==> config.mk <==
export PLATFORM = sky130hd
export DESIGN_NAME = serial_adder_ctrl
export DESIGN_NICKNAME = d
export VERILOG_FILES = /design/src/rtl/serial_adder_ctrl.sv
export SDC_FILE = /design/constraint.sdc
export NUM_CORES = 1
export LEC_CHECK = 0
export BUFFER_PORTS_ARGS = -buffer_cell sky130_fd_sc_hd__buf_2
export CAP_MARGIN = 20
export CORE_ASPECT_RATIO = 1.1
export CORE_MARGIN = 4
export CORE_UTILIZATION = 55
export CTS_BUF_LIST = sky130_fd_sc_hd__clkbuf_4
export DETAILED_ROUTE_END_ITERATION = 12
export PLACE_DENSITY = 0.85
export SLEW_MARGIN = 20
export SYNTH_ARGS = -nofsm -noshare
export SYNTH_HDL_FRONTEND = slang
export SYNTH_SLANG_ARGS = --single-unit
==> constraint.sdc <==
create_clock -name clk -period 2.7 [get_ports clk]
set_clock_uncertainty 0.05 [all_clocks]
set_input_delay 0.405 -clock clk [delete_from_list [all_inputs] [get_ports clk]]
set_output_delay 0.405 -clock clk [all_outputs]
set_load 0.01 [all_outputs]
==> src/rtl/serial_adder_ctrl.sv <==
// Bit-serial a+b+cin sequencer reusing one full-adder cell (two half adders) over WIDTH cycles.
// Latency WIDTH+1 cycles accept-to-done; start is ignored while busy, no other backpressure.
module serial_adder_ctrl #(
    parameter int WIDTH = 8
) (
    input  logic             clk,
    input  logic             rst,
    input  logic             start,
    input  logic [WIDTH-1:0] a,
    input  logic [WIDTH-1:0] b,
    input  logic             cin,
    output logic             busy,
    output logic             done,
    output logic [WIDTH-1:0] sum,
    output logic             carry_out
);

    localparam int CW = (WIDTH > 1) ? $clog2(WIDTH) : 1;
    localparam logic [CW-1:0] LAST = CW'(WIDTH - 1);

    typedef enum logic [1:0] {
        S_IDLE = 2'd0,
        S_RUN  = 2'd1,
        S_DONE = 2'd2
    } state_t;

    state_t           state, state_nxt;
    logic [WIDTH-1:0] a_sh, b_sh, part;
    logic             c;
    logic [CW-1:0]    bit_cnt;

    logic ha1_s, ha1_c, ha2_s, ha2_c, c_next, bit_s;
    logic accept, last;

    assign ha1_s  = a_sh[0] ^ b_sh[0];
    assign ha1_c  = a_sh[0] & b_sh[0];
    assign ha2_s  = ha1_s ^ c;
    assign ha2_c  = ha1_s & c;
    assign bit_s  = ha2_s;
    assign c_next = ha1_c | ha2_c;

    assign accept = (state == S_IDLE) && start;
    assign last   = (state == S_RUN) && (bit_cnt == LAST);

    always_ff @(posedge clk or posedge rst) begin
        if (rst) state <= S_IDLE;
        else     state <= state_nxt;
    end

    always_comb begin
        state_nxt = state;
        case (state)
            S_IDLE:  if (start) state_nxt = S_RUN;
            S_RUN:   if (last)  state_nxt = S_DONE;
            S_DONE:  state_nxt = S_IDLE;
            default: state_nxt = S_IDLE;
        endcase
    end

    always_comb begin
        busy = (state == S_RUN) || (state == S_DONE);
        done = (state == S_DONE);
    end

    always_ff @(posedge clk or posedge rst) begin
        if (rst) begin
            a_sh      <= '0;
            b_sh      <= '0;
            part      <= '0;
            c         <= 1'b0;
            bit_cnt   <= '0;
            sum       <= '0;
            carry_out <= 1'b0;
        end else if (accept) begin
            a_sh    <= a;
            b_sh    <= b;
            part    <= '0;
            c       <= cin;
            bit_cnt <= '0;
        end else if (state == S_RUN) begin
            a_sh <= a_sh >> 1;
            b_sh <= b_sh >> 1;
            part <= {bit_s, part[WIDTH-1:1]};
            c    <= c_next;
            // Counter holds at WIDTH-1 on the exit edge so it never wraps.
            if (last) begin
                sum       <= {bit_s, part[WIDTH-1:1]};
                carry_out <= c_next;
            end else begin
                bit_cnt <= bit_cnt + CW'(1);
            end
        end
    end

endmodule
==> summary.md <==
| Metric | Value |
|---|---|
| Pre-CTS setup slack | around 0.97 ns |
| Vias per cell | around 5.3 |
| Largest net degree at the start of global routing | 46 |
| Die width | about 62 um |
| Fmax | 579 MHz |
| Starting Density | between 50% and 60% |
| Synth Flop Type | dfrtp_1 |
| Max H-tree Level | 2 |
| Cell taking the most area after synthesis | dfrtp_1 |
| CTS root buf | clkbuf_4 |
| Post-synthesis mux area share | a little over a fifth |
| Critical Path RT | roughly 2.9 ns |
| Cell Pwr Density | 1020 mW/mm2 |
| Port Buffer Count | 30 |
| First-pass GRT wire length | 5.18 mm |
| Register area share after synthesis | between 50 and 60% |
| Final Max Tran Viols | 0 |
| Post-synth top area share | roughly 54% |
| Area contributors post-synth | dfrtp_1 (54%), mux2i_1 (14%), mux2_4 (7.6%), o21ai_0 (4.8%), ha_1 (4.2%) |
| Type of the worst setup path | reg2reg |
| Io pins | 31 |
| Post-route ant nets | 0 |
| Worst hold path type | in2async |
| Synth Area in XOR/XNOR | 0.494% |
| Clk slew on worst S/H paths | roughly 0.10 ns |
| Fin crit share | a little under two thirds |
| GP Congestion | ~0.73 |
| Syn_nets | 172 |
| NumNets Final | between 200 and 250 |
| Most frequent cell after synthesis | dfrtp_1 |
| Max_slew headroom | 45.5% |
| Routed WL per cell | between 10 and 15 um |
| Post-CTS setup buffer count | 0 |
| Synth top cells by count | dfrtp_1 (38), mux2i_1 (24), nand2_1 (17), o21ai_0 (17), nor2_1 (11) |
| Design Power | 2030 uW |
| Adder-Cell Fraction of Synth Area | around 5.4% |
| GRT overflow | 0 |
| Drt pass-1 iters | 4 |
| 1st-iter DRT viols | 40 |
| CTS tree | done |
| # DRC | 0 |
| CP Max Fanout | 45 |
| Core box area | 0.00307 mm2 |
| Post-CTS sizing | 0 |
| Clock tree buffer depth | 2 |
| Vias in the first global route | between 1000 and 1500 |
| Complex-gate fraction of the synthesized area | 5.29% |
| Final wirelength | about 3 mm |
| Clock sinks | 38 |
| Synth Cell Area | 0.00177 mm2 |
| Synthesized area per cell | between 10 and 15 um2 |
| Total Routing Usage GR | between 10% and 20% |
| Post-Route Setup TNS | 0 ns |
| Yosys cell types | 22 |
| Layout overhead on the synthesized area | 11.9% |
| Tmin final | approximately 1.7 ns |
| Actual slew at the worst max-slew pin | 0.817 ns |
| Number of antenna violations at the first check in global routing | 0 |
| Placed Area | 0.00194 mm2 |
| Worst Setup Start Kind | flop |
| Largest family of logic cells by synthesized area | multiplexers |
| Die height | about 68 um |
| Layout cells sized above 1 | 29.4% |
| Post-DP HPWL | between 2 and 2.5 mm |
| Leakage power | between 0.001 and 0.0015 uW |
| RSZ-0062 raised after global routing | no |
| N_diodes | 0 |
| CP Capture Type | flop |
| Post-synth EDFFs | 0 |
| Seq cells post-synth | 38 |
| Cts bufs inserted | 5 |
| CP Data Arrival Time | about 1.9 ns |
| Synth Area in Simple Gates | under 10% |
| Row cnt | 21 |
| Skew-Pair Late Insertion Delay | ~0.34 ns |
| Final core occ | 64.6% |
| Vias | between 1000 and 1500 |
| DIE AREA | around 0.0042 mm2 |
| Final Hold Vio Count | 0 |
| Peak VDD IR | 0.706 mV |
| CTS hold repair buffers | 0 |
| Setup-failing EPs final | 0 |
| Post-route design area | around 0.0020 mm2 |
| Max cap viols | 0 |
| Setup ws final | 0.973 ns |
| Status | finished, final reports clean |
| Ys async rst share | between 90% and 100% |
| Ys Warns | 0 |
| Syn Inst Count | approximately 150 |
==> routing by layer <==
layer  vias to the layer above  track usage (%)  part of all wire (%)
met5                         -                0                     0
li1                        552                -                     -
met3                        10             4.83                   4.5
met4                         0             5.69                   2.2
met2                        24             26.6                    52
met1                       532             19.3                    41
==> registers in the layout, summed over array words and instances, names as in the netlist <==
signal	cells
state	2
sum	8
a_sh	8
b_sh	8
part	7
bit_cnt	3
c	1
carry_out	1
==> area by class of cell <==
cell class                 instances  area, um2
timing repair buffer              34        180
sequential                        38        951
fill                             255       1090
clock buffer                       5       37.5
multi-input combinational         96        759
clock inverter                     1       3.75
tap                               34       42.5
inverter                           3       11.3
==> cells in the final DEF, fill, tap and decap left out <==
| cell type | count |
|---|---|
| dfrtp_1 | 38 |
| buf_2 | 30 |
| mux2i_1 | 24 |
| nand2_1 | 17 |
| o21ai_0 | 17 |
| nor2_1 | 11 |
| mux2_4 | 9 |
| ha_1 | 6 |
| clkbuf_4 | 5 |
| buf_4 | 4 |
| inv_1 | 3 |
| nand2b_1 | 2 |
| nor2b_1 | 2 |
| and2_4 | 1 |
| and2b_4 | 1 |
| nand2_2 | 1 |
| nor2_8 | 1 |
| o22a_1 | 1 |
| mux2_1 | 1 |
| xnor2_1 | 1 |
| fa_1 | 1 |
| clkinv_1 | 1 |
==> logic make-up after synthesis <==
logic type | count (synthesis)
simple gates | 36
xor+xnor | 1
flops | 38
fa+ha+maj | 7
compound gates | 18
buf+inv | 11
mux | 34
==> through the flow <==
step	hold WS (ns)	std cells
2_1_floorplan	0.431	145
3_3_place_gp	0.442	205
3_5_place_dp	0.444	205
4_1_cts	0.162	211
5_1_grt	0.220	211
6_report	0.154	211
==> power by group <==
part           leakage [uW]  internal, uW  switching, uW  total [uW]
Sequential         0.000496           795            144         938
Combinational      0.000525           412            423         835
Clock             0.0000246          88.9            167         256
==> worst paths after layout <==
path                                           start               endpoint  slack, ns  depth (start not counted)
worst max-delay path            state[1]$_DFFE_PP0P_  carry_out$_DFFE_PP0P_       0.97                          5
worst min-delay path                             rst     sum[0]$_DFFE_PP0P_       0.15                          2
worst max register to register  state[1]$_DFFE_PP0P_  carry_out$_DFFE_PP0P_       0.97                          5
worst min register to register    sum[3]$_DFFE_PP0P_     sum[3]$_DFFE_PP0P_       0.46                          1
max in group asynchronous                        rst    part[7]$_DFFE_PP0P_       1.81                          3
min in group clk                                a[0]    a_sh[0]$_DFFE_PP0P_       0.21                          3
==> worst max-delay path, stage by stage, from the launching register on <==
cell and delay, ns:
dfrtp_1 0.39, inv_1 0.09, ha_1 0.19, and2_4 0.29, nor2_8 0.28, mux2_4 0.33
Note: power is estimated with default switching activity, not from simulation.
